## src/rtl/led_fabric_pkg.sv

```systemverilog
// Shared definitions for the fabric LED path: fade FSM states and default rates.
package led_fabric_pkg;

   typedef enum logic [1:0] {
      ST_OFF     = 2'd0,
      ST_RISING  = 2'd1,
      ST_ON      = 2'd2,
      ST_FALLING = 2'd3
   } fade_state_e;

   localparam int CLK_HZ   = 50_000_000;
   localparam int PWM_BITS = 8;
   localparam int FADE_DIV = 49_000;

endpackage

```

## src/rtl/led_pwm_gen.sv

```systemverilog
// Free-running PWM with a period-aligned shadow duty, so duty updates never glitch mid-period.
module led_pwm_gen #(
   parameter int PWM_BITS = 8
) (
   input  logic                clk_50mhz,
   input  logic                rst,
   input  logic [PWM_BITS-1:0] duty_i,
   output logic                pwm_o
);

   localparam logic [PWM_BITS-1:0] MAX = '1;

   logic [PWM_BITS-1:0] cnt_q, cnt_d;
   logic [PWM_BITS-1:0] shadow_q, shadow_d;
   logic                pwm_q, pwm_d;

   always_comb begin
      cnt_d    = cnt_q + 1'b1;
      shadow_d = (cnt_q == MAX) ? duty_i : shadow_q;
      // Full scale forces constant high; otherwise MAX would leave one low clock per period.
      pwm_d    = (shadow_q == MAX) || (cnt_q < shadow_q);
   end

   always_ff @(posedge clk_50mhz) begin
      if (rst) begin
         cnt_q    <= '0;
         shadow_q <= '0;
         pwm_q    <= 1'b0;
      end else begin
         cnt_q    <= cnt_d;
         shadow_q <= shadow_d;
         pwm_q    <= pwm_d;
      end
   end

   assign pwm_o = pwm_q;

endmodule

```

## src/rtl/led_fade_driver.sv

```systemverilog
// LED fade driver: ramps PWM duty linearly toward the blinker's requested level.
//
// state      | meaning
// -----------+--------------------------------------------------
// ST_OFF     | duty held at 0, waiting for led_req
// ST_RISING  | duty +1 per step tick until full scale
// ST_ON      | duty held at full scale, waiting for led_req drop
// ST_FALLING | duty -1 per step tick until 0
module led_fade_driver #(
   parameter int PWM_BITS = led_fabric_pkg::PWM_BITS,
   parameter int FADE_DIV = led_fabric_pkg::FADE_DIV
) (
   input  logic                clk_50mhz,
   input  logic                rst,
   input  logic                led_req,
   input  logic                fade_en,
   output logic                led_pwm,
   output logic [PWM_BITS-1:0] duty,
   output logic                busy
);

   import led_fabric_pkg::*;

   localparam logic [PWM_BITS-1:0] MAX   = '1;
   localparam int                  TMR_W = (FADE_DIV > 1) ? $clog2(FADE_DIV) : 1;
   localparam logic [TMR_W-1:0]    TMR_TC = TMR_W'(FADE_DIV - 1);

   fade_state_e         state_q, state_d;
   logic [PWM_BITS-1:0] duty_q, duty_d;
   logic [TMR_W-1:0]    tmr_q, tmr_d;
   logic                busy_q, busy_d;

   logic                tick;
   logic [PWM_BITS-1:0] duty_inc, duty_dec;
   logic [PWM_BITS-1:0] target;

   assign tick     = (tmr_q == TMR_TC);
   assign duty_inc = (duty_q == MAX) ? MAX : duty_q + 1'b1;
   assign duty_dec = (duty_q == '0) ? '0 : duty_q - 1'b1;
   assign target   = led_req ? MAX : '0;

   always_comb begin
      state_d = state_q;
      duty_d  = duty_q;
      case (state_q)
         ST_OFF: begin
            if (led_req) begin
               if (fade_en) begin
                  state_d = ST_RISING;
               end else begin
                  duty_d  = MAX;
                  state_d = ST_ON;
               end
            end
         end
         ST_RISING: begin
            if (!fade_en) begin
               duty_d  = target;
               state_d = led_req ? ST_ON : ST_OFF;
            end else if (!led_req) begin
               state_d = ST_FALLING;
            end else if (tick) begin
               duty_d = duty_inc;
               if (duty_inc == MAX) state_d = ST_ON;
            end
         end
         ST_ON: begin
            if (!led_req) begin
               if (fade_en) begin
                  state_d = ST_FALLING;
               end else begin
                  duty_d  = '0;
                  state_d = ST_OFF;
               end
            end
         end
         ST_FALLING: begin
            if (!fade_en) begin
               duty_d  = target;
               state_d = led_req ? ST_ON : ST_OFF;
            end else if (led_req) begin
               state_d = ST_RISING;
            end else if (tick) begin
               duty_d = duty_dec;
               if (duty_dec == '0) state_d = ST_OFF;
            end
         end
         default: begin
            state_d = ST_OFF;
            duty_d  = '0;
         end
      endcase
   end

   // Any state change, reversals included, restarts the step interval from zero.
   always_comb begin
      tmr_d = '0;
      if (state_d == state_q && (state_q == ST_RISING || state_q == ST_FALLING)) begin
         tmr_d = tick ? '0 : tmr_q + 1'b1;
      end
      busy_d = (state_d == ST_RISING) || (state_d == ST_FALLING);
   end

   always_ff @(posedge clk_50mhz) begin
      if (rst) begin
         state_q <= ST_OFF;
         duty_q  <= '0;
         tmr_q   <= '0;
         busy_q  <= 1'b0;
      end else begin
         state_q <= state_d;
         duty_q  <= duty_d;
         tmr_q   <= tmr_d;
         busy_q  <= busy_d;
      end
   end

   led_pwm_gen #(
      .PWM_BITS (PWM_BITS)
   ) u_pwm (
      .clk_50mhz (clk_50mhz),
      .rst       (rst),
      .duty_i    (duty_q),
      .pwm_o     (led_pwm)
   );

   assign duty = duty_q;
   assign busy = busy_q;

endmodule

```

## config.mk

```make
export PLATFORM = sky130hd
export DESIGN_NAME = led_fade_driver
export DESIGN_NICKNAME = d
export VERILOG_FILES = /design/src/rtl/led_fabric_pkg.sv /design/src/rtl/led_pwm_gen.sv /design/src/rtl/led_fade_driver.sv
export SDC_FILE = /design/constraint.sdc
export NUM_CORES = 1
export LEC_CHECK = 0
export CAP_MARGIN = 20
export CORE_ASPECT_RATIO = 1.4
export CORE_MARGIN = 10
export CORE_UTILIZATION = 29
export DETAILED_ROUTE_END_ITERATION = 10
export SLEW_MARGIN = 0
export SYNTH_ARGS = -nofsm -noshare
export SYNTH_HDL_FRONTEND = slang
export SYNTH_SLANG_ARGS = --single-unit
```

## constraint.sdc

```tcl
create_clock -name clk_50mhz -period 2.2 [get_ports clk_50mhz]
set_input_delay 0.55 -clock clk_50mhz [delete_from_list [all_inputs] [get_ports clk_50mhz]]
set_output_delay 0.55 -clock clk_50mhz [all_outputs]
set_load 0.1 [all_outputs]
```

==> metrics.cfg, run 1 <==
[critical_path]
critical-path-top-delay-family = simple AND/OR/NAND/NOR gates
r2r-end = state_q[1]$_SDFF_PP0_
path_class = reg -> reg
cp_num_buf_inv = 0
reg2reg_depth = 5
crit_slowest_cell = or4_4
endpoint_kind = flop
r2r_setup_slack_ns = 0.09
cp_cell_sequence = or4_4 -> or2_1 -> a221oi_2 -> or4b_1 -> and3_1
r2r_start = duty[0]$_SDFFE_PP0P_
start_kind = flop
cp_max_fo = 6
cp.required_ns = 2.38
worst_path_largest_cell_delay_ns = 0.54
cp.arrival_ns = 2.29

[clock_network]
cts_tree = yes
htree_levels = 2
cts_made_buffers = 5
path_clk_slew_ns = 0.06
clk_latency_ns = 0.29
root_buffer = clkbuf_16
cts.path.max_buffers = 2
clock_sinks = 43
hold_buffers = 0

[route]
wl_mm = 6.974
first_pass_iters = 4
wire_per_inst_um = 14.44
via_count = 2604
vias_per_cell = 5.391
ant_nets = 0
drtIter0Drc = 266
drc = 0

[yosys]
syn_nets = 357
ys.flop_type = dfxtp_1
syn-cell-area_um2 = 2685
yosys.cell_types.count = 54
synth_top_cell_by_area = dfxtp_1
synthTopCellsByArea = dfxtp_1 32%, nor2_1 6.8%, ha_1 5.1%
synth_common_cells = 49 x nor2_1, 43 x dfxtp_1, 19 x clkbuf_1
yosysSeqAreaShare_pct = 32.06
ys_seq_elements = 43
synth_top_area_share_pct = 32.06
synthArstFlopShare_pct = 0
syn_inst = 342
yosysWarnings = 0
syn_area_per_cell_um2 = 7.851
yosysMostFrequentCell = nor2_1
synth_edf_count = 0

[power_and_ir_drop]
combPwrFrac_pct = 28.1
power_density_nw_per_um2 = 651.8
p_clk_share_pct = 33.4
power.leakage_nw = 1.238
net-switching-power_mw = 0.7084
switching_share_pct = 32.14
p_int_mw = 1.496
seq_power_share_pct = 38.5
ir_drop_mv = 0.3582

[final_layout]
postLayoutCellArea_um2 = 3382
antenna_cells = 0
synthToLayoutAreaGrowth_pct = 25.96
nets = 391
drive_above_1_share_pct = 17.55

[grt]
grt_pass1_vias = 2491
use_met2_pct = 17.86
grt_max_degree = 27
overflow = 0
met1_usage_pct = 11.73
grt_util_all_layers_pct = 10.57
grt_util_met3_pct = 2.931
grt_pass1_wl_mm = 11.79
antenna_found_initial = 0
grt.busiest_layer = met2

[worst_hold_path]
hold_class = reg -> reg
worstHoldStart = tmr_q[0]$_SDFF_PP0_
hold_end = tmr_q[0]$_SDFF_PP0_
holdPathStages = 1

[placed_design]
gp_congestion = 0.8624
place_hpwl_mm = 5.279
pre_cts_ws_ns = 0.002714
portBuffers = 13
postPlaceCellArea_um2 = 3217

[die]
coreArea_um2 = 9029
rows = 41
fp.dieW_um = 101.3
ios = 14
die_area_um2 = 13560
die_y_um = 133.9
start_util_pct = 29.74

[timing]
period_minus_slack_ns = 2.112
rsz0062_at_grt = true
final-hold-violation-count = 0
tightest_slew_ns = 0.5065
drv_slew = 0
worst_slack_ns = 0.08798
fin_crit_sh_pct = 96.00
timing.slew.headroom_pct = 65.76
fin_tns_setup_ns = 0
setup_viol = 0
fin_skew_ns = 0.003369
fmax_mhz = 473.5

[status]
status = finished clean

[run]
cap_violations = 0

-- metal layers --
layer  vias to the layer above  part of all wire [%]
met4                         0                   3.0
met5                         -                     0
met2                        68                    51
li1                       1290                     -
met1                      1223                    41
met3                        23                   4.4
-- final cells by class --
type                    instances  area, um^2
fillers                       937        5647
multi-input cells             261        1702
clock buffers                   6       138.9
flip-flops and latches         43       874.6
repair buffers                 47       460.4
well taps                     107       133.9
inverters                      18       67.56
clock inverters                 1       5.005
-- worst register-to-register path, delay by kind of cell, from the launching register on --
family           cells  cell delay (ns)
AO/OA/AOI/OAI        1             0.28
flip-flops           1             0.36
AND/OR/NAND/NOR      4             1.37
-- power by group through the flow --
stage	Sequential [mW]	Clock (mW)	Combinational, mW
floorplan	0.985	0	0.279
global placement	0.864	0	0.601
detailed placement	0.865	0	0.606
CTS	0.848	0.766	0.608
global route	0.854	0.802	0.661
finish	0.849	0.736	0.619
-- layout by cell type, fill, tap and decap left out, types with 4 or more instances in the layout --
cell	instances
a211oi_1	5
dfxtp_1	36
inv_1	16
ha_1	10
nor2_1	49
nor3_1	12
buf_4	36
and2_1	6
or3_1	7
buf_12	8
nand4_1	9
nand2_1	18
a31oi_1	5
clkbuf_16	5
a21o_1	8
a311oi_1	5
o21ai_0	8
dfxtp_2	5
mux2i_1	8
and3_1	8
xnor2_1	8
nand3_1	15
nor2b_1	5
o221ai_1	4
o21ai_1	5
xor2_1	14
a21oi_1	12
-- kinds of logic after synthesis --
family | Yosys count | synth area share [%]
XOR/XNOR | 22 | 7.176
AO/OA/AOI/OAI | 68 | 17.71
buffers and inverters | 38 | 5.359
multiplexers | 9 | 3.402
AND/OR/NAND/NOR | 151 | 29.17
flip-flops | 43 | 32.06
adder cells (fa/ha/maj) | 11 | 5.126
-- repair_timing --
item | in CTS | in global routing
hold endpoints to repair | 0 | 0
setup buffers | 0 | 2
gates resized for setup | 0 | 2
endpoints found under the setup margin | 0 | 2
-- state kept, by name (all words and copies together), names as in the netlist --
signal,flops
tmr_q,16
u_pwm.shadow_q,8
duty,8
u_pwm.cnt_q,8
u_pwm.pwm_o,1
state_q,2
-- per-stage QoR --
| step | total power, mW | hold slack [ns] | util, % | instances |
|---|---|---|---|---|
| 2_1_floorplan | 1.264 | 0.4176 | - | 342 |
| 3_3_place_gp | 1.465 | 0.4351 | 35.63 | 474 |
| 3_5_place_dp | 1.471 | 0.4468 | 35.63 | 474 |
| 4_1_cts | 2.222 | 0.4574 | 37.22 | 481 |
| 5_1_grt | 2.316 | 0.4726 | 37.46 | 483 |
| 6_report | 2.204 | 0.4531 | 37.46 | 483 |
-- how the worst max path moves through the flow --
stage               depth (start not counted)  slack, ns                    end                 start
floorplan                                   8      -0.15  state_q[1]$_SDFF_PP0_  duty[1]$_SDFFE_PP0P_
global placement                            5       0.05   duty[7]$_SDFFE_PP0P_               fade_en
detailed placement                          7      0.003   duty[0]$_SDFFE_PP0P_               led_req
CTS                                         5       0.06  state_q[1]$_SDFF_PP0_  duty[0]$_SDFFE_PP0P_
global route                                5     -0.002  state_q[1]$_SDFF_PP0_  duty[0]$_SDFFE_PP0P_
finish                                      5       0.09  state_q[1]$_SDFF_PP0_  duty[0]$_SDFFE_PP0P_
Note: power is estimated with default switching activity, not from simulation.
==> run 2, diff against run 1 <==
- ABC_CLOCK_PERIOD_IN_PS: not set -> 2200
==> results of run 2 <==
Same layout as run 1: the final DEF is identical, and so are final timing and power.
